**config.mk**
```make
export PLATFORM = sky130hd
export DESIGN_NAME = score_display_ctrl_flat
export DESIGN_NICKNAME = d
export VERILOG_FILES = /design/src/rtl/score_display_ctrl_pkg.sv /design/src/rtl/score_display_ctrl_if.sv /design/src/rtl/score_display_ctrl_bcd_to_seg7.sv /design/src/rtl/score_display_ctrl.sv /design/src/flat_wrapper.sv
export SDC_FILE = /design/constraint.sdc
export NUM_CORES = 1
export LEC_CHECK = 0
export BUFFER_PORTS_ARGS = -buffer_cell sky130_fd_sc_hd__buf_4
export CORE_MARGIN = 2
export CORE_UTILIZATION = 59
export DETAILED_ROUTE_END_ITERATION = 8
export PLACE_DENSITY = 0.94
export SLEW_MARGIN = 20
export SYNTH_ARGS = -nofsm -noshare
export SYNTH_HDL_FRONTEND = slang
export SYNTH_SLANG_ARGS = --single-unit
```
**constraint.sdc**
```tcl
create_clock -name clk -period 5.07 [get_ports clk]
set_input_delay 0.2535 -clock clk [delete_from_list [all_inputs] [get_ports clk]]
set_output_delay 0.2535 -clock clk [all_outputs]
set_load 0.01 [all_outputs]
```
**src/rtl/score_display_ctrl_pkg.sv**
```systemverilog
// Shared types and constants for the score counter / seven-segment display block.
package score_display_ctrl_pkg;

  typedef enum logic [1:0] {
    IDLE = 2'd0,
    RUN  = 2'd1,
    OVER = 2'd2
  } state_e;

  // Active-high patterns, bit order {g,f,e,d,c,b,a}
  localparam logic [6:0] SEG_OFF = 7'h00;
  localparam logic [6:0] SEG_0   = 7'h3F;
  localparam logic [6:0] SEG_1   = 7'h06;
  localparam logic [6:0] SEG_2   = 7'h5B;
  localparam logic [6:0] SEG_3   = 7'h4F;
  localparam logic [6:0] SEG_4   = 7'h66;
  localparam logic [6:0] SEG_5   = 7'h6D;
  localparam logic [6:0] SEG_6   = 7'h7D;
  localparam logic [6:0] SEG_7   = 7'h07;
  localparam logic [6:0] SEG_8   = 7'h7F;
  localparam logic [6:0] SEG_9   = 7'h6F;

  localparam logic [3:0]  BCD_MAX   = 4'd9;
  localparam logic [15:0] SCORE_MAX = 16'h9999;

  // Ripple-carry BCD increment; callers handle saturation at SCORE_MAX.
  function automatic logic [15:0] bcd_inc(input logic [15:0] v);
    logic [15:0] r;
    logic        carry;
    r     = v;
    carry = 1'b1;
    for (int unsigned i = 0; i < 4; i++) begin
      if (carry) begin
        if (v[i*4 +: 4] == BCD_MAX) begin
          r[i*4 +: 4] = '0;
        end else begin
          r[i*4 +: 4] = v[i*4 +: 4] + 4'd1;
          carry       = 1'b0;
        end
      end
    end
    return r;
  endfunction

endpackage

```
**src/rtl/score_display_ctrl_if.sv**
```systemverilog
// Control, tick and display signals between the game logic and the score/display block.
interface score_display_ctrl_if;
  logic        score_tick;
  logic        fast_tick;
  logic        dp_tick;
  logic        blink_tick;
  logic        fast_mode;
  logic        run;
  logic        game_over;
  logic        clear;
  logic [6:0]  seg;
  logic [3:0]  an;
  logic        dp_n;
  logic [15:0] score_bcd;
  logic        overflow;

  modport master (
    output score_tick, fast_tick, dp_tick, blink_tick, fast_mode, run, game_over, clear,
    input  seg, an, dp_n, score_bcd, overflow
  );

  modport slave (
    input  score_tick, fast_tick, dp_tick, blink_tick, fast_mode, run, game_over, clear,
    output seg, an, dp_n, score_bcd, overflow
  );
endinterface

```
**src/rtl/score_display_ctrl_bcd_to_seg7.sv**
```systemverilog
// Combinational BCD digit to active-high seven-segment pattern, with blanking.
module bcd_to_seg7
  import score_display_ctrl_pkg::*;
(
  input  logic [3:0] digit,
  input  logic       blank,
  output logic [6:0] seg
);

  always_comb begin
    seg = SEG_OFF;
    if (!blank) begin
      case (digit)
        4'd0:    seg = SEG_0;
        4'd1:    seg = SEG_1;
        4'd2:    seg = SEG_2;
        4'd3:    seg = SEG_3;
        4'd4:    seg = SEG_4;
        4'd5:    seg = SEG_5;
        4'd6:    seg = SEG_6;
        4'd7:    seg = SEG_7;
        4'd8:    seg = SEG_8;
        4'd9:    seg = SEG_9;
        default: seg = SEG_OFF;
      endcase
    end
  end

endmodule

```
**src/rtl/score_display_ctrl.sv**
```systemverilog
// Game score BCD counter with a multiplexed 4-digit seven-segment driver and game-over blink.
module score_display_ctrl
  import score_display_ctrl_pkg::*;
#(
  parameter int unsigned DIGITS     = 4,
  parameter bit          ACTIVE_LOW = 1'b1
) (
  input logic                 clk,
  input logic                 rst,
  score_display_ctrl_if.slave bus
);

  localparam logic [6:0] SEG_IDLE = ACTIVE_LOW ? 7'h7F : 7'h00;
  localparam logic [3:0] AN_IDLE  = ACTIVE_LOW ? 4'hF : 4'h0;

  state_e      state_q, state_d;
  logic [15:0] score_q, score_d;
  logic        overflow_q, overflow_d;
  logic [1:0]  idx_q, idx_d;
  logic        blink_on_q, blink_on_d;
  logic [6:0]  seg_q, seg_d;
  logic [3:0]  an_q, an_d;

  logic        inc_tick;
  logic        hi_zero;
  logic [3:0]  blank;
  logic [3:0]  digit;
  logic [6:0]  seg_hi;
  logic [3:0]  an_hi;

  always_comb begin
    inc_tick   = bus.fast_mode ? bus.fast_tick : bus.score_tick;
    state_d    = state_q;
    score_d    = score_q;
    overflow_d = overflow_q;
    blink_on_d = blink_on_q;
    idx_d      = bus.dp_tick ? idx_q + 2'd1 : idx_q;

    if (bus.clear) begin
      state_d    = IDLE;
      score_d    = '0;
      overflow_d = 1'b0;
      blink_on_d = 1'b1;
    end else begin
      case (state_q)
        IDLE: begin
          blink_on_d = 1'b1;
          if (bus.run) state_d = RUN;
        end
        RUN: begin
          blink_on_d = 1'b1;
          // game_over wins over a same-cycle tick, so the final score is frozen as-is
          if (bus.game_over) begin
            state_d = OVER;
          end else if (inc_tick) begin
            if (score_q == SCORE_MAX) overflow_d = 1'b1;
            else                      score_d    = bcd_inc(score_q);
          end
        end
        OVER: begin
          if (bus.blink_tick) blink_on_d = ~blink_on_q;
        end
        default: state_d = IDLE;
      endcase
    end
  end

  // Leading-zero blanking: digit i is blank when it and all higher digits are zero
  always_comb begin
    blank   = '0;
    hi_zero = 1'b1;
    for (int unsigned k = 0; k < DIGITS - 1; k++) begin
      hi_zero = hi_zero & (score_q[(DIGITS-1-k)*4 +: 4] == 4'd0);
      blank[DIGITS-1-k] = hi_zero;
    end
  end

  assign digit = score_q[idx_q*4 +: 4];

  bcd_to_seg7 u_dec (
    .digit (digit),
    .blank (blank[idx_q]),
    .seg   (seg_hi)
  );

  always_comb begin
    an_hi = blink_on_q ? (4'b0001 << idx_q) : 4'b0000;
    seg_d = ACTIVE_LOW ? ~seg_hi : seg_hi;
    an_d  = ACTIVE_LOW ? ~an_hi  : an_hi;
  end

  always_ff @(posedge clk or posedge rst) begin
    if (rst) begin
      state_q    <= IDLE;
      score_q    <= '0;
      overflow_q <= 1'b0;
      idx_q      <= '0;
      blink_on_q <= 1'b1;
      seg_q      <= SEG_IDLE;
      an_q       <= AN_IDLE;
    end else begin
      state_q    <= state_d;
      score_q    <= score_d;
      overflow_q <= overflow_d;
      idx_q      <= idx_d;
      blink_on_q <= blink_on_d;
      seg_q      <= seg_d;
      an_q       <= an_d;
    end
  end

  assign bus.seg       = seg_q;
  assign bus.an        = an_q;
  assign bus.dp_n      = ACTIVE_LOW;
  assign bus.score_bcd = score_q;
  assign bus.overflow  = overflow_q;

endmodule

```
**src/flat_wrapper.sv**
```systemverilog
// flat-port wrapper written by rule: the top's interface ports become plain ports
module score_display_ctrl_flat import score_display_ctrl_pkg::*;
#(
  parameter int unsigned DIGITS     = 4,
  parameter bit          ACTIVE_LOW = 1'b1
)
  (clk, rst, bus_score_tick, bus_fast_tick, bus_dp_tick, bus_blink_tick, bus_fast_mode, bus_run, bus_game_over, bus_clear, bus_seg, bus_an, bus_dp_n, bus_score_bcd, bus_overflow);
  score_display_ctrl_if bus_i ();
  input logic clk;
  input logic rst;
  input wire logic [$bits(bus_i.score_tick)-1:0] bus_score_tick;
  input wire logic [$bits(bus_i.fast_tick)-1:0] bus_fast_tick;
  input wire logic [$bits(bus_i.dp_tick)-1:0] bus_dp_tick;
  input wire logic [$bits(bus_i.blink_tick)-1:0] bus_blink_tick;
  input wire logic [$bits(bus_i.fast_mode)-1:0] bus_fast_mode;
  input wire logic [$bits(bus_i.run)-1:0] bus_run;
  input wire logic [$bits(bus_i.game_over)-1:0] bus_game_over;
  input wire logic [$bits(bus_i.clear)-1:0] bus_clear;
  output wire logic [$bits(bus_i.seg)-1:0] bus_seg;
  output wire logic [$bits(bus_i.an)-1:0] bus_an;
  output wire logic [$bits(bus_i.dp_n)-1:0] bus_dp_n;
  output wire logic [$bits(bus_i.score_bcd)-1:0] bus_score_bcd;
  output wire logic [$bits(bus_i.overflow)-1:0] bus_overflow;
  assign bus_i.score_tick = bus_score_tick;
  assign bus_i.fast_tick = bus_fast_tick;
  assign bus_i.dp_tick = bus_dp_tick;
  assign bus_i.blink_tick = bus_blink_tick;
  assign bus_i.fast_mode = bus_fast_mode;
  assign bus_i.run = bus_run;
  assign bus_i.game_over = bus_game_over;
  assign bus_i.clear = bus_clear;
  assign bus_seg = bus_i.seg;
  assign bus_an = bus_i.an;
  assign bus_dp_n = bus_i.dp_n;
  assign bus_score_bcd = bus_i.score_bcd;
  assign bus_overflow = bus_i.overflow;
  score_display_ctrl #(.DIGITS(DIGITS), .ACTIVE_LOW(ACTIVE_LOW)) u_core (.clk(clk), .rst(rst), .bus(bus_i));
endmodule
```
After elaboration in Yosys (flattened, before gate mapping)
Memory sizes are Yosys's and may differ from the RTL's.
Cells that the tools add are included.
{"block": "classes", "add_sub_neg": 5, "n_reduce_logical": 19, "n_mux": 49, "bitwise": 5, "n_shift": 2, "eq_ne": 13, "n_lt_le_gt_ge": 1}
{"operator": "two-way mux 16 bit", "count": 5}
{"operator": "two-way mux 4 bit", "count": 8}
{"operator": "two-way mux 1 bit", "count": 29}
{"operator": "adder 4 x 1 -> 4 bit (second input constant)", "count": 4}
{"operator": "== test 16 bit (second input constant)", "count": 1}
{"operator": "== test 4 bit (second input constant)", "count": 4}
{"operator": "indexed part select 16 x 5 -> 4 bit", "count": 1}
{"operator": "AND reduction 5 bit", "count": 3}
{"operator": "zero test 4 bit", "count": 3}
{"operator": "nonzero test 2 bit", "count": 6}
{"operator": "inequality test 3 bit (second input constant)", "count": 3}
{"operator": "AND reduction 4 bit", "count": 2}
{"operator": "two-way mux 7 bit", "count": 1}
{"operator": "inverter 7 bit", "count": 1}
{"operator": "two-way mux 2 bit", "count": 3}
{"operator": "one-hot mux 2 bit (3 select lines)", "count": 1}
{"operator": "inequality test 2 bit (second input constant)", "count": 2}
{"operator": "inverter 4 bit", "count": 1}
{"operator": "<< shifter 1 x 2 -> 4 bit (first input constant)", "count": 1}
{"operator": "< comparator 2 x 3 -> 1 bit (second input constant)", "count": 1}
{"operator": "AND reduction 3 bit", "count": 1}
{"operator": "nonzero test 3 bit", "count": 1}
{"operator": "adder 2 x 1 -> 2 bit (second input constant)", "count": 1}
{"operator": "AND 1 bit", "count": 2}
{"operator": "9 further kinds", "count": 9}
{"block": "word_totals", "out_inout_bits": 29, "mem_count": 1, "reg_bits": 33, "wordCells": 105, "in_bits": 10, "rom_bits": 112}
{"name": "(no name shown)", "depth": 16, "width": 7, "read_ports": 1, "rd_ports_with_merged_regs": 0, "write_ports": 0, "line": "score_display_ctrl_bcd_to_seg7.sv:13", "rtl": "case (digit)"}

Logic depth before layout (Yosys ltp)
Gate-level depths: netlist of run 1.
{"block": "logic_depth", "word_depth": 25, "depth_mapped": 8, "mapped_depth_nobuf": 7}

Hierarchy
Synthesis of run 1 repeated with hierarchy kept, for this count alone.
{"block": "hier_totals", "cells_unflattened": 205, "hier_area_um2": 2052.0}
{"module": "score_display_ctrl", "n_inst": 1, "cells_each": 174, "area_each_um2": 1821.7, "seq_area_each_um2": 840.8}
{"module": "bcd_to_seg7", "n_inst": 1, "cells_each": 31, "area_each_um2": 230.2, "seq_area_each_um2": 0.0}

Worst setup path before layout of run 1
Ideal clock, no wire load.
{"block": "synth_timing", "path_kind": "register to register", "start": "register u_core.score_q[5], in the netlist u_core.bus.score_bcd[5]", "end": "register u_core.score_q[14], in the netlist u_core.bus.score_bcd[14]", "path_slack_ns": 2.915, "t_arrival_ns": 2.077, "setup_time_ns": 0.078, "path_buffers": 1, "period_less_slack_ns": 2.155, "stages_incl_launch_ff": 8, "cell_sequence": "dfrtp_1 inv_1 ha_1 nand3b_2 or4_4 buf_6 or4_1 a21oi_1"}
{"block": "synth_via", "elab_chain_cells": 16}
{"item": "from (decl)", "line": "score_display_ctrl.sv:17", "rtl": "logic [15:0] score_q, score_d;"}
{"item": "from (signal assigned)", "line": "score_display_ctrl.sv:103", "rtl": "score_q <= score_d;"}
{"item": "== test 4 bit", "line": "score_display_ctrl_pkg.sv:34", "rtl": "if (v[i*4 +: 4] == BCD_MAX) begin"}
{"item": "two-way mux 1 bit", "line": "score_display_ctrl_pkg.sv:34"}
{"item": "two-way mux 1 bit", "line": "score_display_ctrl_pkg.sv:33", "rtl": "if (carry) begin"}
{"item": "two-way mux 1 bit", "line": "score_display_ctrl.sv:56", "rtl": "if (score_q == SCORE_MAX) overflow_d = 1'b1;"}
{"item": "two-way mux 1 bit", "line": "score_display_ctrl.sv:55", "rtl": "end else if (inc_tick) begin"}
{"item": "two-way mux 1 bit", "line": "score_display_ctrl.sv:53", "rtl": "if (bus.game_over) begin"}
{"item": "two-way mux 1 bit", "line": "score_display_ctrl.sv:45", "rtl": "case (state_q)"}
{"item": "two-way mux 1 bit", "line": "score_display_ctrl.sv:39", "rtl": "if (bus.clear) begin"}
{"item": "two-way mux 1 bit", "line": "score_display_ctrl_pkg.sv:33"}
{"item": "two-way mux 1 bit", "line": "score_display_ctrl.sv:56"}
{"item": "two-way mux 1 bit", "line": "score_display_ctrl.sv:55"}
{"item": "two-way mux 1 bit", "line": "score_display_ctrl.sv:53"}
{"item": "two-way mux 1 bit", "line": "score_display_ctrl.sv:45"}
{"item": "two-way mux 1 bit", "line": "score_display_ctrl.sv:39"}
{"item": "nonzero test 2 bit (no source line)"}
{"item": "AND reduction 5 bit (no source line) *"}
Mark *: on every way between the ends. The rest lies on a longest branch, timed or not. The select of a mux whose other input is x is not followed.
A chain may end at the register's enable or synchronous reset.

Worst setup path in the final report of run 1
{"block": "layout_timing", "start": "register u_core.score_q[4], in the netlist u_core.bus.score_bcd[4]", "end": "register u_core.score_q[11], in the netlist u_core.bus.score_bcd[11]"}
{"block": "layout_via", "elab_chain_cells": 10}
{"item": "== test 4 bit", "line": "score_display_ctrl_pkg.sv:34"}
{"item": "two-way mux 1 bit", "line": "score_display_ctrl_pkg.sv:34"}
{"item": "two-way mux 1 bit", "line": "score_display_ctrl_pkg.sv:33"}
{"item": "two-way mux 1 bit", "line": "score_display_ctrl.sv:56"}
{"item": "two-way mux 1 bit", "line": "score_display_ctrl.sv:55"}
{"item": "two-way mux 1 bit", "line": "score_display_ctrl.sv:53"}
{"item": "two-way mux 1 bit", "line": "score_display_ctrl.sv:45"}
{"item": "two-way mux 1 bit", "line": "score_display_ctrl.sv:39"}
{"item": "nonzero test 2 bit (no source line)"}
{"item": "AND reduction 5 bit (no source line) *"}
Marked as above.

==> flow_summary.json, run 1 <==
{
  "status": "finished clean",
  "post-cts-setup-buffers": 0,
  "grt_usage_pct": 25.2,
  "vias": 1662,
  "core_area_mm2": 0.00331,
  "ys.flop_type": "dfrtp_1",
  "arrival_ns": 2.59,
  "cap_violations": 0,
  "dp_hpwl_um": 3100,
  "design.portCount": 39,
  "worst_skew_pair.late_latency_ns": 0.35,
  "yosysTopAreaCell": "dfrtp_1",
  "vias_per_cell": 5.79,
  "netlist_instances": 203,
  "tightest_slew_ns": 0.745,
  "holdBufCountCts": 1,
  "irDropWorstVdd_uv": 152,
  "setup_tns_ns": 0,
  "cts_sinks": 33,
  "grt_overflow": 0,
  "cts.repair.resized": 0,
  "numCtsBuffers": 5,
  "drt_iter0_drc": 83,
  "syn-num-nets": 233,
  "endpoint_kind": "flip-flop",
  "cp.required_ns": 5.35,
  "avgSynthCellArea_um2": 9.90,
  "synthDistinctLibCells": 43,
  "crit_chain": "ha_1 -> nand3b_2 -> or4_4 -> or4b_1 -> a31oi_1",
  "crit_slowest_cell": "or4_4",
  "grt_max_degree": 34,
  "critical_path_buf_inv_count": 0,
  "skew_ns": 0.00820,
  "drt_wl_total_um": 4420,
  "synth.top_cell.area_share_pct": 26.2,
  "clk_pin_slew_ns": 0.10,
  "htreeDepth": 2,
  "n_fill_cell": 269,
  "yosysWarnings": 0,
  "die_area_mm2": 0.00389,
  "clk_path_buf_depth": 2,
  "antennaDiodeCount": 0,
  "ant_nets": 0,
  "ys_async_sr_fraction_pct": 100,
  "cts_root_buf": "clkbuf_4",
  "yosysSeqAreaShare_pct": 41.8,
  "place_congestion": 0.855,
  "row_count": 21,
  "crit_fanout": 13,
  "crit_family": "simple AND/OR/NAND/NOR gates",
  "leakagePower_nw": 1.04,
  "ys_ff_latch": 33,
  "wl_per_cell_um": 15.4,
  "start_kind": "flip-flop",
  "synthTopCellsByArea": "dfrtp_1, dfstp_2, ha_1",
  "power.density_mw_per_mm2": 301,
  "port_buffers": 37,
  "finalHoldViolations": 0,
  "hold_class": "in2reg",
  "start_util_pct": 60.7,
  "die_h_um": 62.4,
  "setup_ws_ns": 2.76,
  "worst-setup-path-type": "reg2reg",
  "cts_tree": "yes",
  "synth_area_mm2": 0.00201,
  "relSlewSlack_pct": 49.9,
  "antenna_found_initial": 0,
  "fin_crit_ns": 2.31,
  "drv_slew": 0,
  "dp_slack_ns": 2.81,
  "drc": 0,
  "syn_to_final_growth_pct": 18.8,
  "grt_pass1_wl_um": 7580,
  "fin_nets": 270,
  "drive_gt1_share_pct": 29.0,
  "period_share_pct": 45.5,
  "max_stage_delay_ns": 0.61,
  "synth-edff-count": 0,
  "die_w_um": 62.4,
  "setup_viol": 0,
  "first_pass_iters": 4,
  "rsz0062_at_grt": "no",
  "max_freq_mhz": 434,
  "first_global_vias": 1674
}
-- synthesized netlist by cell type, drive strengths merged, types with 2 or more instances --
library cell and instances:
dfstp 12, o31ai 6, o31a 2, and3b 2, o21ai 14, inv 21, nand2 12, buf 2
ha 20, or3 3, a21oi 18, or2 2, or4 5, clkbuf 7, mux4 4, nor2 9
nand3b 5, nor4 2, dfrtp 21, nand3 8, mux2i 4, a31oi 2, xnor2 2, nor3 5
-- final timing paths --
kind	startpoint	end	slack, ns	cells after the start
worst min-delay path	bus_dp_tick	u_core.idx_q[0]	0.09	2
worst max-delay path	u_core.bus.score_bcd[4]	u_core.bus.score_bcd[11]	2.76	5
worst min register to register	u_core.blink_on_q	u_core.bus.an[1]	0.49	1
min in group asynchronous	rst	u_core.idx_q[1]	0.54	4
max in group asynchronous	rst	u_core.blink_on_q	4.21	4
worst max register to register	u_core.bus.score_bcd[4]	u_core.bus.score_bcd[11]	2.76	5
-- metrics by stage --
stage | power [mW] | cells | hold slack (ns) | utilization [%] | area [um^2]
after floorplan | 0.472 | 203 | 0.345 | - | 2010
after global placement | 0.541 | 278 | 0.365 | 69.7 | 2310
after detailed placement | 0.552 | 278 | 0.381 | 69.7 | 2310
after CTS | 0.725 | 287 | 0.0883 | 72.1 | 2390
after global routing | 0.766 | 287 | 0.0804 | 72.1 | 2390
final | 0.719 | 287 | 0.0918 | 72.1 | 2390
-- flip-flops by register name (all words and copies together) (netlist names) --
register	count
u_core.blink_on_q	1
u_core.bus.an	4
u_core.bus.overflow	1
u_core.bus.score_bcd	16
u_core.bus.seg	7
u_core.idx_q	2
u_core.state_q	2
-- cells by family (layout without fill, tap and decap cells) --
logic type      count (synthesis)  count (layout)  synth area share [%]
simple gates                   60              60                  17.2
compound gates                 48              48                  14.3
flops                          33              33                  41.8
buf+inv                        30              68                  6.16
fa+ha+maj                      20              20                  12.5
mux                             8               8                  6.48
xor+xnor                        3               3                  1.31
other cells                     1               1                 0.187
-- cell type report --
| cell class | instances | area (um^2) | area share [%] |
|---|---|---|---|
| inverters | 21 | 78.8 | 3.30 |
| repair buffers | 39 | 295 | 12.4 |
| clock buffers | 7 | 65.1 | 2.73 |
| well taps | 46 | 57.6 | 2.41 |
| multi-input cells | 140 | 1040 | 43.8 |
| clock inverters | 1 | 5.00 | 0.210 |
| flip-flops and latches | 33 | 841 | 35.2 |
-- routing by layer --
| layer | vias up | global-route usage, % | share of wire, % |
|---|---|---|---|
| li1 | 790 | - | - |
| met1 | 797 | 29.5 | 40 |
| met2 | 65 | 44.8 | 51 |
| met3 | 10 | 6.52 | 6.5 |
| met4 | 0 | 9.17 | 1.7 |
| met5 | - | 0 | 0 |
-- where the power goes --
group	switching, mW	internal [mW]
Combinational	0.0840	0.0915
Sequential	0.0391	0.331
Clock	0.0929	0.0803
-- cells in the final DEF (no fill, tap or decap), types with 4 or more instances in the layout --
cell,Yosys,layout
dfstp_2,12,12
nor2_1,9,9
inv_1,21,21
o31ai_1,6,6
mux2i_1,4,4
or4_1,4,4
dfrtp_1,21,21
clkbuf_4,0,5
nor3_1,5,5
mux4_2,4,4
a21oi_1,18,18
nand2_1,12,12
ha_1,20,20
nand3_1,8,8
buf_4,1,38
nand3b_1,4,4
o21ai_0,14,14
No activity file was read; power rests on OpenSTA's default activity.
==> run 2: changes to the inputs <==
--- a/config.mk
+++ b/config.mk
@@ -5,11 +5,12 @@
 export SDC_FILE = /design/constraint.sdc
 export NUM_CORES = 1
 export LEC_CHECK = 0
+export ABC_AREA = 1
 export BUFFER_PORTS_ARGS = -buffer_cell sky130_fd_sc_hd__buf_4
 export CORE_MARGIN = 2
-export CORE_UTILIZATION = 59
+export CORE_UTILIZATION = 56
 export DETAILED_ROUTE_END_ITERATION = 8
-export PLACE_DENSITY = 0.94
+export PLACE_DENSITY = 0.9
 export SLEW_MARGIN = 20
 export SYNTH_ARGS = -nofsm -noshare
 export SYNTH_HDL_FRONTEND = slang
==> constraint.sdc (replaced) <==
create_clock -name clk -period 2.4 [get_ports clk]
set_input_delay 0.12 -clock clk [delete_from_list [all_inputs] [get_ports clk]]
set_output_delay 0.12 -clock clk [all_outputs]
set_load 0.01 [all_outputs]
==> flow_summary.json, run 2 <==
{
  "crit_slowest_cell": "dfrtp_1",
  "dp_hpwl_um": 3250,
  "power.density_mw_per_mm2": 1060,
  "drv_slew": 0,
  "final_cell_mix": "nand2_1, buf_4, inv_1",
  "synthTopCellsByArea": "dfrtp_1, dfstp_2, nand2_1",
  "reg2reg_from": "u_core.idx_q[0]",
  "r2r_cells": 9,
  "design.portCount": 39,
  "yosysMostFrequentCell": "nand2_1",
  "holdWs_ns": 0.0121,
  "ys_ff_latch": 33,
  "avgSynthCellArea_um2": 8.46,
  "yosysTopAreaCell": "dfrtp_1",
  "grt_overflow": 0,
  "finalHoldViolations": 0,
  "antenna_found_initial": 0,
  "met2_length_um": 2220,
  "r2r_end": "u_core.bus.seg[5]",
  "yosysWarnings": 0,
  "rsz0062_at_grt": "no",
  "syn-num-nets": 288,
  "netlist_instances": 258,
  "synth-edff-count": 0,
  "ys.flop_type": "dfrtp_1",
  "cts.repair.resized": 0,
  "crit_chain": "inv_2 -> nand2_1 -> nand3_1 -> nand2_1 -> inv_1 -> ha_1 -> nand3b_1 -> nand3_1 -> nand2_1",
  "dp.cells": 339,
  "final_common_cell": "nand2_1",
  "numCtsBuffers": 5,
  "design_area_mm2": 0.00262,
  "synthDistinctLibCells": 35,
  "wl_per_cell_um": 12.8,
  "vias_per_cell": 5.26,
  "grt_max_degree": 34,
  "post-cts-setup-buffers": 0,
  "drt_wl_total_um": 4450,
  "vias": 1832,
  "cts_root_buf": "clkbuf_8",
  "synth.top_cell.area_share_pct": 24.1,
  "arrival_ns": 2.07,
  "grt_pass1_wl_um": 7580,
  "first_pass_iters": 4,
  "drt_iter0_drc": 107,
  "min_from": "bus_clear",
  "synth_area_mm2": 0.00218,
  "htreeDepth": 2,
  "endpoint_kind": "flip-flop",
  "wl_met3_um": 211,
  "drc": 0,
  "clk_path_buf_depth": 2,
  "first_global_vias": 1720,
  "cp_common_cell": "nand2_1",
  "holdBufCountCts": 1,
  "wirelength_met1_um": 1980,
  "irDropWorstVdd_uv": 364,
  "holdPathStages": 2,
  "row_count": 22,
  "worst-setup-path-type": "reg2reg",
  "fin_nets": 329,
  "postLayoutCoreUtil_pct": 70.6,
  "max_stage_delay_ns": 0.62,
  "crit_fanout": 15,
  "start_kind": "flip-flop",
  "drive_gt1_share_pct": 29.0,
  "leakagePower_nw": 1.34,
  "status": "finished clean",
  "core_area_mm2": 0.00372,
  "ant_nets": 0,
  "antennaDiodeCount": 0,
  "die_h_um": 66.4,
  "yosys-top-cells-count": "nand2_1, inv_1, nand3_1",
  "worst_skew_pair.late_latency_ns": 0.29,
  "place_area_mm2": 0.00248,
  "highest-signal-layer": "met4",
  "port_buffers": 37,
  "yosysSeqAreaShare_pct": 38.5,
  "cts_sinks": 33,
  "hold_path_end": "u_core.bus.overflow",
  "max_freq_mhz": 536,
  "fin_cells": 348,
  "largest_reg_flops": 16,
  "clk_pin_slew_ns": 0.07,
  "start_util_pct": 58.7,
  "fin_crit_ns": 1.87,
  "hold_class": "in2reg",
  "grt_usage_pct": 22.7,
  "skew_ns": 0.0105,
  "setup_viol": 0,
  "ys_async_sr_fraction_pct": 100,
  "die_w_um": 66.4,
  "cp.required_ns": 2.61,
  "period_share_pct": 77.8,
  "r2r_slack_ns": 0.53,
  "cts_tree": "yes",
  "die_area_mm2": 0.00441,
  "n_fill_cell": 292,
  "setup_tns_ns": 0,
  "cap_violations": 0,
  "place_congestion": 0.847,
  "syn_to_final_growth_pct": 20.2
}
[run 2: metal layers]
layer | track usage, % | up-vias
met3 | 6.47 | 5
met4 | 8.42 | 0
met2 | 38.5 | 46
met1 | 27.2 | 857
met5 | 0 | -
li1 | - | 924
[run 2: final cells by class]
| type | count | area [um^2] | share of cell area, % |
|---|---|---|---|
| inverter | 30 | 114 | 4.34 |
| sequential | 33 | 841 | 32.1 |
| clock buffer | 5 | 68.8 | 2.62 |
| timing repair buffer | 39 | 295 | 11.3 |
| multi-input combinational | 190 | 1180 | 44.9 |
| tap | 48 | 60.1 | 2.29 |
| clock inverter | 3 | 65.1 | 2.48 |
[run 2: critical path: cells and delay by family, from the launching register on]
family / cells / cell delay, ns
buffers and inverters: 2 / 0.27
adder cells (fa/ha/maj): 1 / 0.20
AND/OR/NAND/NOR: 6 / 0.68
flip-flops: 1 / 0.62
[run 2: how the worst max path moves through the flow]
stage	startpoint	to	slack, ns
after floorplan	u_core.idx_q[0]	u_core.bus.seg[5]	0.85
after global placement	u_core.idx_q[0]	u_core.bus.seg[5]	0.75
after detailed placement	u_core.idx_q[0]	u_core.bus.seg[5]	0.63
after CTS	u_core.idx_q[0]	u_core.bus.seg[5]	0.56
after global routing	u_core.idx_q[0]	u_core.bus.seg[5]	0.40
final	u_core.idx_q[0]	u_core.bus.seg[5]	0.53
[run 2: power breakdown]
part | leakage (nW) | internal (mW) | switching, mW
Clock | 0.0681 | 0.413 | 0.212
Combinational | 0.868 | 0.501 | 0.714
Sequential | 0.407 | 0.777 | 0.167
[run 2: cells by family after synthesis]
logic type      Yosys count  synth area share [%]
buf+inv                  35                  7.45
compound gates           24                  7.28
xor+xnor                  6                  2.41
flops                    33                  38.5
simple gates            139                  32.7
fa+ha+maj                20                  11.5
other cells               1                 0.172
[run 2: metrics by stage]
stage | setup slack [ns] | power, mW
global placement | 0.750 | 2.09
global route | 0.398 | 3.01
floorplan | 0.846 | 1.76
detailed placement | 0.631 | 2.14
CTS | 0.560 | 2.80
finish | 0.534 | 2.78
